## config.mk

```make
export PLATFORM = sky130hd
export DESIGN_NAME = uart_rx_frame_ctrl
export DESIGN_NICKNAME = d
export VERILOG_FILES = /design/src/rtl/uart_rx_pkg.sv /design/src/rtl/uart_rx_oversampler.sv /design/src/rtl/uart_rx_frame_ctrl.sv
export SDC_FILE = /design/constraint.sdc
export NUM_CORES = 1
export LEC_CHECK = 0
export ABC_AREA = 1
export BUFFER_PORTS_ARGS = -buffer_cell sky130_fd_sc_hd__buf_4
export CELL_PAD_IN_SITES_DETAIL_PLACEMENT = 1
export CELL_PAD_IN_SITES_GLOBAL_PLACEMENT = 2
export CORE_UTILIZATION = 35
export DETAILED_ROUTE_END_ITERATION = 10
export GPL_ROUTABILITY_DRIVEN = 0
export MAX_ROUTING_LAYER = met4
export PLACE_DENSITY = 0.82
export SLEW_MARGIN = 15
export SYNTH_ARGS = -nofsm -noshare
export SYNTH_HDL_FRONTEND = slang
export SYNTH_SLANG_ARGS = --single-unit
```

## constraint.sdc

```tcl
create_clock -name CLK -period 3.39 [get_ports CLK]
set_input_delay 0 -clock CLK [delete_from_list [all_inputs] [get_ports CLK]]
set_output_delay 0 -clock CLK [all_outputs]
set_load 0.01 [all_outputs]
```

## src/rtl/uart_rx_pkg.sv

```systemverilog
// Shared types and helpers for the parametrised UART receiver.
// The break-detect state exists only when UART_RX_BREAK_DET_EN is defined.
package uart_rx_pkg;

    localparam int DATA_W_MIN  = 5;
    localparam int DATA_W_MAX  = 9;
    localparam int PRESC_W_MIN = 3;
    localparam int PRESC_MIN   = 6;

    typedef enum logic [2:0] {
        ST_IDLE,
        ST_START,
        ST_DATA,
        ST_PARITY,
        ST_STOP,
        ST_STOP2
`ifdef UART_RX_BREAK_DET_EN
        , ST_BREAK
`endif
    } state_t;

    function automatic logic maj3(input logic a, input logic b, input logic c);
        return (a & b) | (a & c) | (b & c);
    endfunction

endpackage

```

## src/rtl/uart_rx_oversampler.sv

```systemverilog
// Line synchroniser, per-bit edge counter and 3-tap majority sampler.
// bit_tick marks edge m+1 (bit value valid), bit_end marks edge Prescale-1.
module uart_rx_oversampler
    import uart_rx_pkg::*;
#(
    parameter int PRESC_W = 6
) (
    input  logic               CLK,
    input  logic               RST,
    input  logic               RX_IN,
    input  logic [PRESC_W-1:0] i_presc,
    input  logic               i_clr,
    output logic               o_rx_s,
    output logic               o_bit_val,
    output logic               o_bit_tick,
    output logic               o_bit_end
);

    logic               r_sync1;
    logic               r_sync2;
    logic [PRESC_W-1:0] r_edge;
    logic               r_s_lo;
    logic               r_s_mid;
    logic [PRESC_W-1:0] w_mid;

    assign w_mid = i_presc >> 1;

    // NOTE: sequential state uses non-blocking assignments so every flop samples pre-edge values.
    always_ff @(posedge CLK) begin
        if (RST) begin
            r_sync1 <= 1'b1;
            r_sync2 <= 1'b1;
            r_edge  <= '0;
            r_s_lo  <= 1'b1;
            r_s_mid <= 1'b1;
        end else begin
            r_sync1 <= RX_IN;
            r_sync2 <= r_sync1;
            if (i_clr || r_edge == i_presc - PRESC_W'(1))
                r_edge <= '0;
            else
                r_edge <= r_edge + PRESC_W'(1);
            if (r_edge == w_mid - PRESC_W'(1))
                r_s_lo <= r_sync2;
            if (r_edge == w_mid)
                r_s_mid <= r_sync2;
        end
    end

    // Third tap is the live synchronised line at edge m+1.
    assign o_rx_s     = r_sync2;
    assign o_bit_val  = maj3(r_s_lo, r_s_mid, r_sync2);
    assign o_bit_tick = (r_edge == w_mid + PRESC_W'(1));
    assign o_bit_end  = (r_edge == i_presc - PRESC_W'(1));

endmodule

```

## src/rtl/uart_rx_frame_ctrl.sv

```systemverilog
// UART frame receiver: FSM, shift register, parity/stop checks and valid/ready output register.
// Optional break detection (brk output) is enabled by defining UART_RX_BREAK_DET_EN.
module uart_rx_frame_ctrl
    import uart_rx_pkg::*;
#(
    parameter int DATA_W  = 8,
    parameter int PRESC_W = 6
) (
    input  logic               CLK,
    input  logic               RST,
    input  logic               RX_IN,
    input  logic [PRESC_W-1:0] Prescale,
    input  logic               PAR_EN,
    input  logic               PAR_TYP,
    input  logic               STOP2,
    input  logic               rx_ready,
    output logic               rx_valid,
    output logic [DATA_W-1:0]  P_DATA,
    output logic               Parity_Error,
    output logic               Stop_Error,
    output logic               overrun,
`ifdef UART_RX_BREAK_DET_EN
    output logic               brk,
`endif
    output logic               busy
);

    localparam int CNT_W = $clog2(DATA_W + 1);

    state_t             r_state;
    logic [PRESC_W-1:0] r_presc;
    logic               r_par_en;
    logic               r_par_typ;
    logic               r_stop2;
    logic [DATA_W-1:0]  r_shift;
    logic [CNT_W-1:0]   r_bit_cnt;
    logic               r_par_err;
    logic               r_stop_err;
    logic               r_rx_valid;
    logic [DATA_W-1:0]  r_p_data;
    logic               r_par_err_out;
    logic               r_stop_err_out;
    logic               r_overrun;
`ifdef UART_RX_BREAK_DET_EN
    logic               r_zero;
    logic [PRESC_W-1:0] r_hi_cnt;
    logic               r_brk;
`endif

    logic w_rx_s, w_bit_val, w_bit_tick, w_bit_end;
    logic w_clr, w_commit, w_is_brk, w_stop_err_nxt;

    assign w_clr          = (r_state == ST_IDLE) && !w_rx_s;
    assign w_stop_err_nxt = r_stop_err | ~w_bit_val;

    uart_rx_oversampler #(.PRESC_W(PRESC_W)) u_os (
        .CLK        (CLK),
        .RST        (RST),
        .RX_IN      (RX_IN),
        .i_presc    (r_presc),
        .i_clr      (w_clr),
        .o_rx_s     (w_rx_s),
        .o_bit_val  (w_bit_val),
        .o_bit_tick (w_bit_tick),
        .o_bit_end  (w_bit_end)
    );

    // NOTE: every signal written in always_comb gets a default first so no latch is inferred.
    always_comb begin
        w_commit = 1'b0;
        w_is_brk = 1'b0;
        if (w_bit_tick && ((r_state == ST_STOP && !r_stop2) || r_state == ST_STOP2))
            w_commit = 1'b1;
`ifdef UART_RX_BREAK_DET_EN
        if (w_bit_tick && r_state == ST_STOP && r_zero && !w_bit_val) begin
            w_commit = 1'b1;
            w_is_brk = 1'b1;
        end
`endif
    end

    always_ff @(posedge CLK) begin
        if (RST) begin
            r_state        <= ST_IDLE;
            r_presc        <= '0;
            r_par_en       <= 1'b0;
            r_par_typ      <= 1'b0;
            r_stop2        <= 1'b0;
            r_shift        <= '0;
            r_bit_cnt      <= '0;
            r_par_err      <= 1'b0;
            r_stop_err     <= 1'b0;
            r_rx_valid     <= 1'b0;
            r_p_data       <= '0;
            r_par_err_out  <= 1'b0;
            r_stop_err_out <= 1'b0;
            r_overrun      <= 1'b0;
`ifdef UART_RX_BREAK_DET_EN
            r_zero         <= 1'b0;
            r_hi_cnt       <= '0;
            r_brk          <= 1'b0;
`endif
        end else begin
            unique case (r_state)
                ST_IDLE: if (!w_rx_s) begin
                    r_state    <= ST_START;
                    r_presc    <= Prescale;
                    r_par_en   <= PAR_EN;
                    r_par_typ  <= PAR_TYP;
                    r_stop2    <= STOP2;
                    r_bit_cnt  <= '0;
                    r_par_err  <= 1'b0;
                    r_stop_err <= 1'b0;
`ifdef UART_RX_BREAK_DET_EN
                    r_zero     <= 1'b1;
`endif
                end
                ST_START: begin
                    if (w_bit_tick && w_bit_val)
                        r_state <= ST_IDLE;
                    else if (w_bit_end)
                        r_state <= ST_DATA;
                end
                ST_DATA: begin
                    if (w_bit_tick) begin
                        r_shift   <= {w_bit_val, r_shift[DATA_W-1:1]};
                        r_bit_cnt <= r_bit_cnt + CNT_W'(1);
`ifdef UART_RX_BREAK_DET_EN
                        r_zero    <= r_zero & ~w_bit_val;
`endif
                    end
                    if (w_bit_end && r_bit_cnt == CNT_W'(DATA_W))
                        r_state <= r_par_en ? ST_PARITY : ST_STOP;
                end
                ST_PARITY: begin
                    if (w_bit_tick) begin
                        r_par_err <= w_bit_val ^ (^r_shift) ^ r_par_typ;
`ifdef UART_RX_BREAK_DET_EN
                        r_zero    <= r_zero & ~w_bit_val;
`endif
                    end
                    if (w_bit_end)
                        r_state <= ST_STOP;
                end
                ST_STOP: begin
                    if (w_bit_tick)
                        r_stop_err <= w_stop_err_nxt;
`ifdef UART_RX_BREAK_DET_EN
                    if (w_is_brk) begin
                        r_state  <= ST_BREAK;
                        r_hi_cnt <= '0;
                    end else
`endif
                    if (w_bit_tick && !r_stop2)
                        r_state <= ST_IDLE;
                    else if (w_bit_end && r_stop2)
                        r_state <= ST_STOP2;
                end
                ST_STOP2: if (w_bit_tick) begin
                    r_stop_err <= w_stop_err_nxt;
                    r_state    <= ST_IDLE;
                end
`ifdef UART_RX_BREAK_DET_EN
                // Hold off until the line has idled high for one full bit time.
                ST_BREAK: begin
                    if (!w_rx_s)
                        r_hi_cnt <= '0;
                    else if (r_hi_cnt == r_presc - PRESC_W'(1))
                        r_state <= ST_IDLE;
                    else
                        r_hi_cnt <= r_hi_cnt + PRESC_W'(1);
                end
`endif
                default: r_state <= ST_IDLE;
            endcase

            r_overrun <= 1'b0;
            if (r_rx_valid && rx_ready)
                r_rx_valid <= 1'b0;
            if (w_commit) begin
                if (!r_rx_valid || rx_ready) begin
                    r_rx_valid     <= 1'b1;
                    r_p_data       <= w_is_brk ? '0 : r_shift;
                    r_par_err_out  <= r_par_en && !w_is_brk && r_par_err;
                    r_stop_err_out <= w_is_brk | w_stop_err_nxt;
`ifdef UART_RX_BREAK_DET_EN
                    r_brk          <= w_is_brk;
`endif
                end else begin
                    r_overrun <= 1'b1;
                end
            end
        end
    end

    assign rx_valid     = r_rx_valid;
    assign P_DATA       = r_p_data;
    assign Parity_Error = r_par_err_out;
    assign Stop_Error   = r_stop_err_out;
    assign overrun      = r_overrun;
    assign busy         = (r_state != ST_IDLE);
`ifdef UART_RX_BREAK_DET_EN
    assign brk          = r_brk;
`endif

endmodule

```

==> results.sh <==
export IMPL_min_period_over_period=0.696
export IMPL_cts_setup_buffers=0
export IMPL_clk_latency_ps=300
export IMPL_pwr_share_clk=0.190
export IMPL_cap_violations=0
export IMPL_finalPower_uw=1770
export IMPL_setup_viol=0
export IMPL_rsz0062_at_grt="no"
export IMPL_arrival_ps=2550
export IMPL_intPower_uw=1040
export IMPL_wire_per_inst_microns=13.7
export IMPL_die_h_microns=87.0
export IMPL_via_per_inst=4.76
export IMPL_worst_path_largest_cell_delay_ps=420
export IMPL_slew_headroom=0.623
export IMPL_ir_drop_mv=0.285
export IMPL_dr_pass1_iters=4
export IMPL_p_per_area_nw_per_um2=597
export IMPL_outcome="finished, final reports clean"
export IMPL_finalCriticalPeriod_ps=2360
export IMPL_reg2reg_depth=12
export IMPL_routed_wl_microns=6670
export IMPL_path_clk_slew_ps=90
export IMPL_cts_root_buf="clkbuf_8"
export IMPL_hp_start="Prescale[1]"
export IMPL_grtUsageMet3=0.0256
export IMPL_skew_ps=6.66
export IMPL_final_util=0.431
export IMPL_n_antenna_cell=0
export IMPL_ys_seq_area_frac=0.380
export IMPL_postSynthCellCount=357
export IMPL_min_path_cells=3
export IMPL_synth_async_reset_ratio=0
export IMPL_grt_max_degree=34
export IMPL_dp_slack_ps=1030
export IMPL_p_switching_uw=722
export IMPL_path_cells="inv_1, ha_1, xnor2_1, nand3_1, nor2_4, nand2_2, clkinv_2, nand2_2, nand2_1, inv_1, o21ai_0, a21oi_1"
export IMPL_rows=30
export IMPL_synth_fp_nets=377
export IMPL_start_util=0.368
export IMPL_netlist_area_sq_um=2530
export IMPL_start_kind="flip-flop"
export IMPL_max_freq_ghz=0.424
export IMPL_synth_edf_count=0
export IMPL_area_delta_synth_final_pct=17.1
export IMPL_cts_buffer_depth=2
export IMPL_ys_ff_latch=48
export IMPL_r2r_end="r_bit_cnt[0]"
export IMPL_antenna_found_initial=0
export IMPL_place_hpwl_microns=5130
export IMPL_grt_pass1_wl_microns=11300
export IMPL_cts_max_level=2
export IMPL_whs_ps=7.72
export IMPL_cts_tree="built"
export IMPL_syn_area_per_cell_sq_um=7.08
export IMPL_io_pins=26
export IMPL_ys_flop_type="dfxtp_1"
export IMPL_drc_errors=0
export IMPL_path_class="reg2reg"
export IMPL_dr_total_vias=2313
export IMPL_grt_busiest_layer="met2"
export IMPL_portBuffers=25
export IMPL_fp_dieArea_sq_um=7560
export IMPL_overflow=0
export IMPL_grt_total_usage=0.197
export IMPL_total_leakage_power_uw=0.00127
export IMPL_yosys_warnings=0
export IMPL_use_met1=0.281
export IMPL_final_layout_size_suffix_gt1_frac=0.136
export IMPL_hold_class="in2reg"
export IMPL_nNetsFinal=410
export IMPL_critical_path_required_ps=3580
export IMPL_grt_use_met2=0.297
export IMPL_p_seq_frac=0.406
export IMPL_timing_final_max_slew_violations=0
export IMPL_switching_share=0.409
export IMPL_cts_sinks=48
export IMPL_numCtsBuffers=5
export IMPL_drtIter0Drc=102
export IMPL_grt_pass1_vias=2302
export IMPL_setup_ws_ps=1030
export IMPL_drtAntennaViolNets=0
export IMPL_combPwrFrac=0.403
export IMPL_cp_max_fo=17
export IMPL_cts_resized=0
export IMPL_synthDistinctLibCells=31
export IMPL_core_sq_um=6870
export IMPL_r2r_setup_slack_ps=1030
export IMPL_r2r_start="r_presc[2]"
export IMPL_whs_endpoint="r_presc[1]"
export IMPL_worstMarginPinSlew_ps=564
export IMPL_cp_slowest_cell="dfxtp_1"
export IMPL_hold_viol=0
export IMPL_tns_ps=0
export IMPL_die_w_microns=87.0
export IMPL_crit_path_end_kind="flip-flop"
-- critical path: cells and delay by family (launching register included) --
family	cells	cell delay (ps)
adders and majority gates	1	320
DFF	1	420
AOI/OAI and AO/OA	2	220
xor gates and xnor gates	1	220
buffers and inverters	3	350
and+or+nand+nor	5	720
-- worst max-delay path by stage --
stage	start	depth (start not counted)	slack [ps]	to
after floorplan	r_presc[2]	12	1470	Stop_Error
after global placement	r_presc[2]	12	1150	r_bit_cnt[2]
after detailed placement	r_presc[2]	12	1030	r_bit_cnt[0]
after CTS	r_presc[2]	12	1010	r_bit_cnt[0]
after global routing	r_presc[2]	12	820	r_bit_cnt[0]
final	r_presc[2]	12	1030	r_bit_cnt[0]
-- power groups by stage --
| stage | Clock [uW] | Combinational (uW) | Sequential [uW] |
|---|---|---|---|
| after floorplan | 0 | 540 | 702 |
| after global placement | 0 | 691 | 729 |
| after detailed placement | 0 | 710 | 730 |
| after CTS | 348 | 720 | 718 |
| after global routing | 369 | 816 | 729 |
| final | 336 | 713 | 718 |
-- area by class of cell --
class                      instances  area, sq um
inverter                          51          193
clock buffer                       5         68.8
timing repair buffer              34          273
tap                               96          120
multi-input combinational        250         1330
sequential                        48          961
fill                             893         3910
clock inverter                     2         12.5
-- stage by stage --
| step | instances | cell area (sq um) |
|---|---|---|
| 6_report | 486 | 2960 |
| 5_1_grt | 486 | 2960 |
| 4_1_cts | 486 | 2960 |
| 3_5_place_dp | 472 | 2810 |
| 3_3_place_gp | 472 | 2810 |
| 2_1_floorplan | 357 | 2530 |
-- Yosys cell counts (all sizes together), types with 2 or more instances --
| cell | number | area, sq um |
|---|---|---|
| nor3b | 2 | 15.0 |
| nand2 | 75 | 302 |
| o21ai | 35 | 175 |
| buf | 2 | 20.0 |
| nor2 | 31 | 145 |
| nand3 | 22 | 120 |
| clkbuf | 6 | 22.5 |
| xor2 | 8 | 70.1 |
| or2 | 3 | 18.8 |
| a21oi | 40 | 200 |
| dfxtp | 48 | 961 |
| xnor2 | 11 | 96.3 |
| nor3 | 6 | 30.0 |
| nand4 | 5 | 31.3 |
| ha | 7 | 87.6 |
| inv | 50 | 188 |
-- metal layers --
| metal | vias up | wire, microns |
|---|---|---|
| met5 | - | 0 |
| met4 | 0 | 48 |
| met3 | 5 | 115 |
| met2 | 22 | 2880 |
| met1 | 1077 | 3620 |
| li1 | 1209 | - |
-- cells by family after synthesis --
family / share of synthesized area
flip-flops: 0.380
adder cells (fa/ha/maj): 0.0386
buffers and inverters: 0.0931
AND/OR/NAND/NOR: 0.264
AO/OA/AOI/OAI: 0.158
XOR/XNOR: 0.0659
-- state kept, by name, indices dropped and copies added (netlist names) --
| name | flops |
|---|---|
| P_DATA | 8 |
| r_shift | 8 |
| r_presc | 6 |
| u_os.r_edge | 6 |
| r_bit_cnt | 4 |
| r_state | 3 |
| Parity_Error | 1 |
| Stop_Error | 1 |
| overrun | 1 |
| r_par_en | 1 |
| r_par_err | 1 |
| r_par_typ | 1 |
| r_stop2 | 1 |
| r_stop_err | 1 |
| rx_valid | 1 |
| u_os.o_rx_s | 1 |
| u_os.r_s_lo | 1 |
| u_os.r_s_mid | 1 |
| u_os.r_sync1 | 1 |
-- placed cells by master (no fill, tap or decap), types with 2 or more instances in the layout --
cell type | synthesis | layout
inv_2 | 3 | 3
nand4_1 | 5 | 5
buf_4 | 0 | 27
nor2_2 | 2 | 2
dfxtp_1 | 48 | 48
inv_1 | 47 | 47
or2_2 | 3 | 3
nand2_2 | 5 | 5
ha_1 | 7 | 7
a21oi_1 | 40 | 40
o21ai_0 | 34 | 34
dlygate4sd3_1 | 0 | 7
nor3b_1 | 2 | 2
xnor2_1 | 11 | 11
nand2_1 | 69 | 69
nor2_1 | 27 | 27
nand3_1 | 20 | 20
nor3_1 | 6 | 6
xor2_1 | 8 | 8
nand3_2 | 2 | 2
clkbuf_8 | 0 | 5
clkinv_2 | 1 | 2
-- what timing repair did --
action,4_1_cts,5_1_grt
hold buffers,7,0
setup endpoints to repair,0,0
endpoints found under the hold margin,11,0
Note: power is estimated with default switching activity, not from simulation.
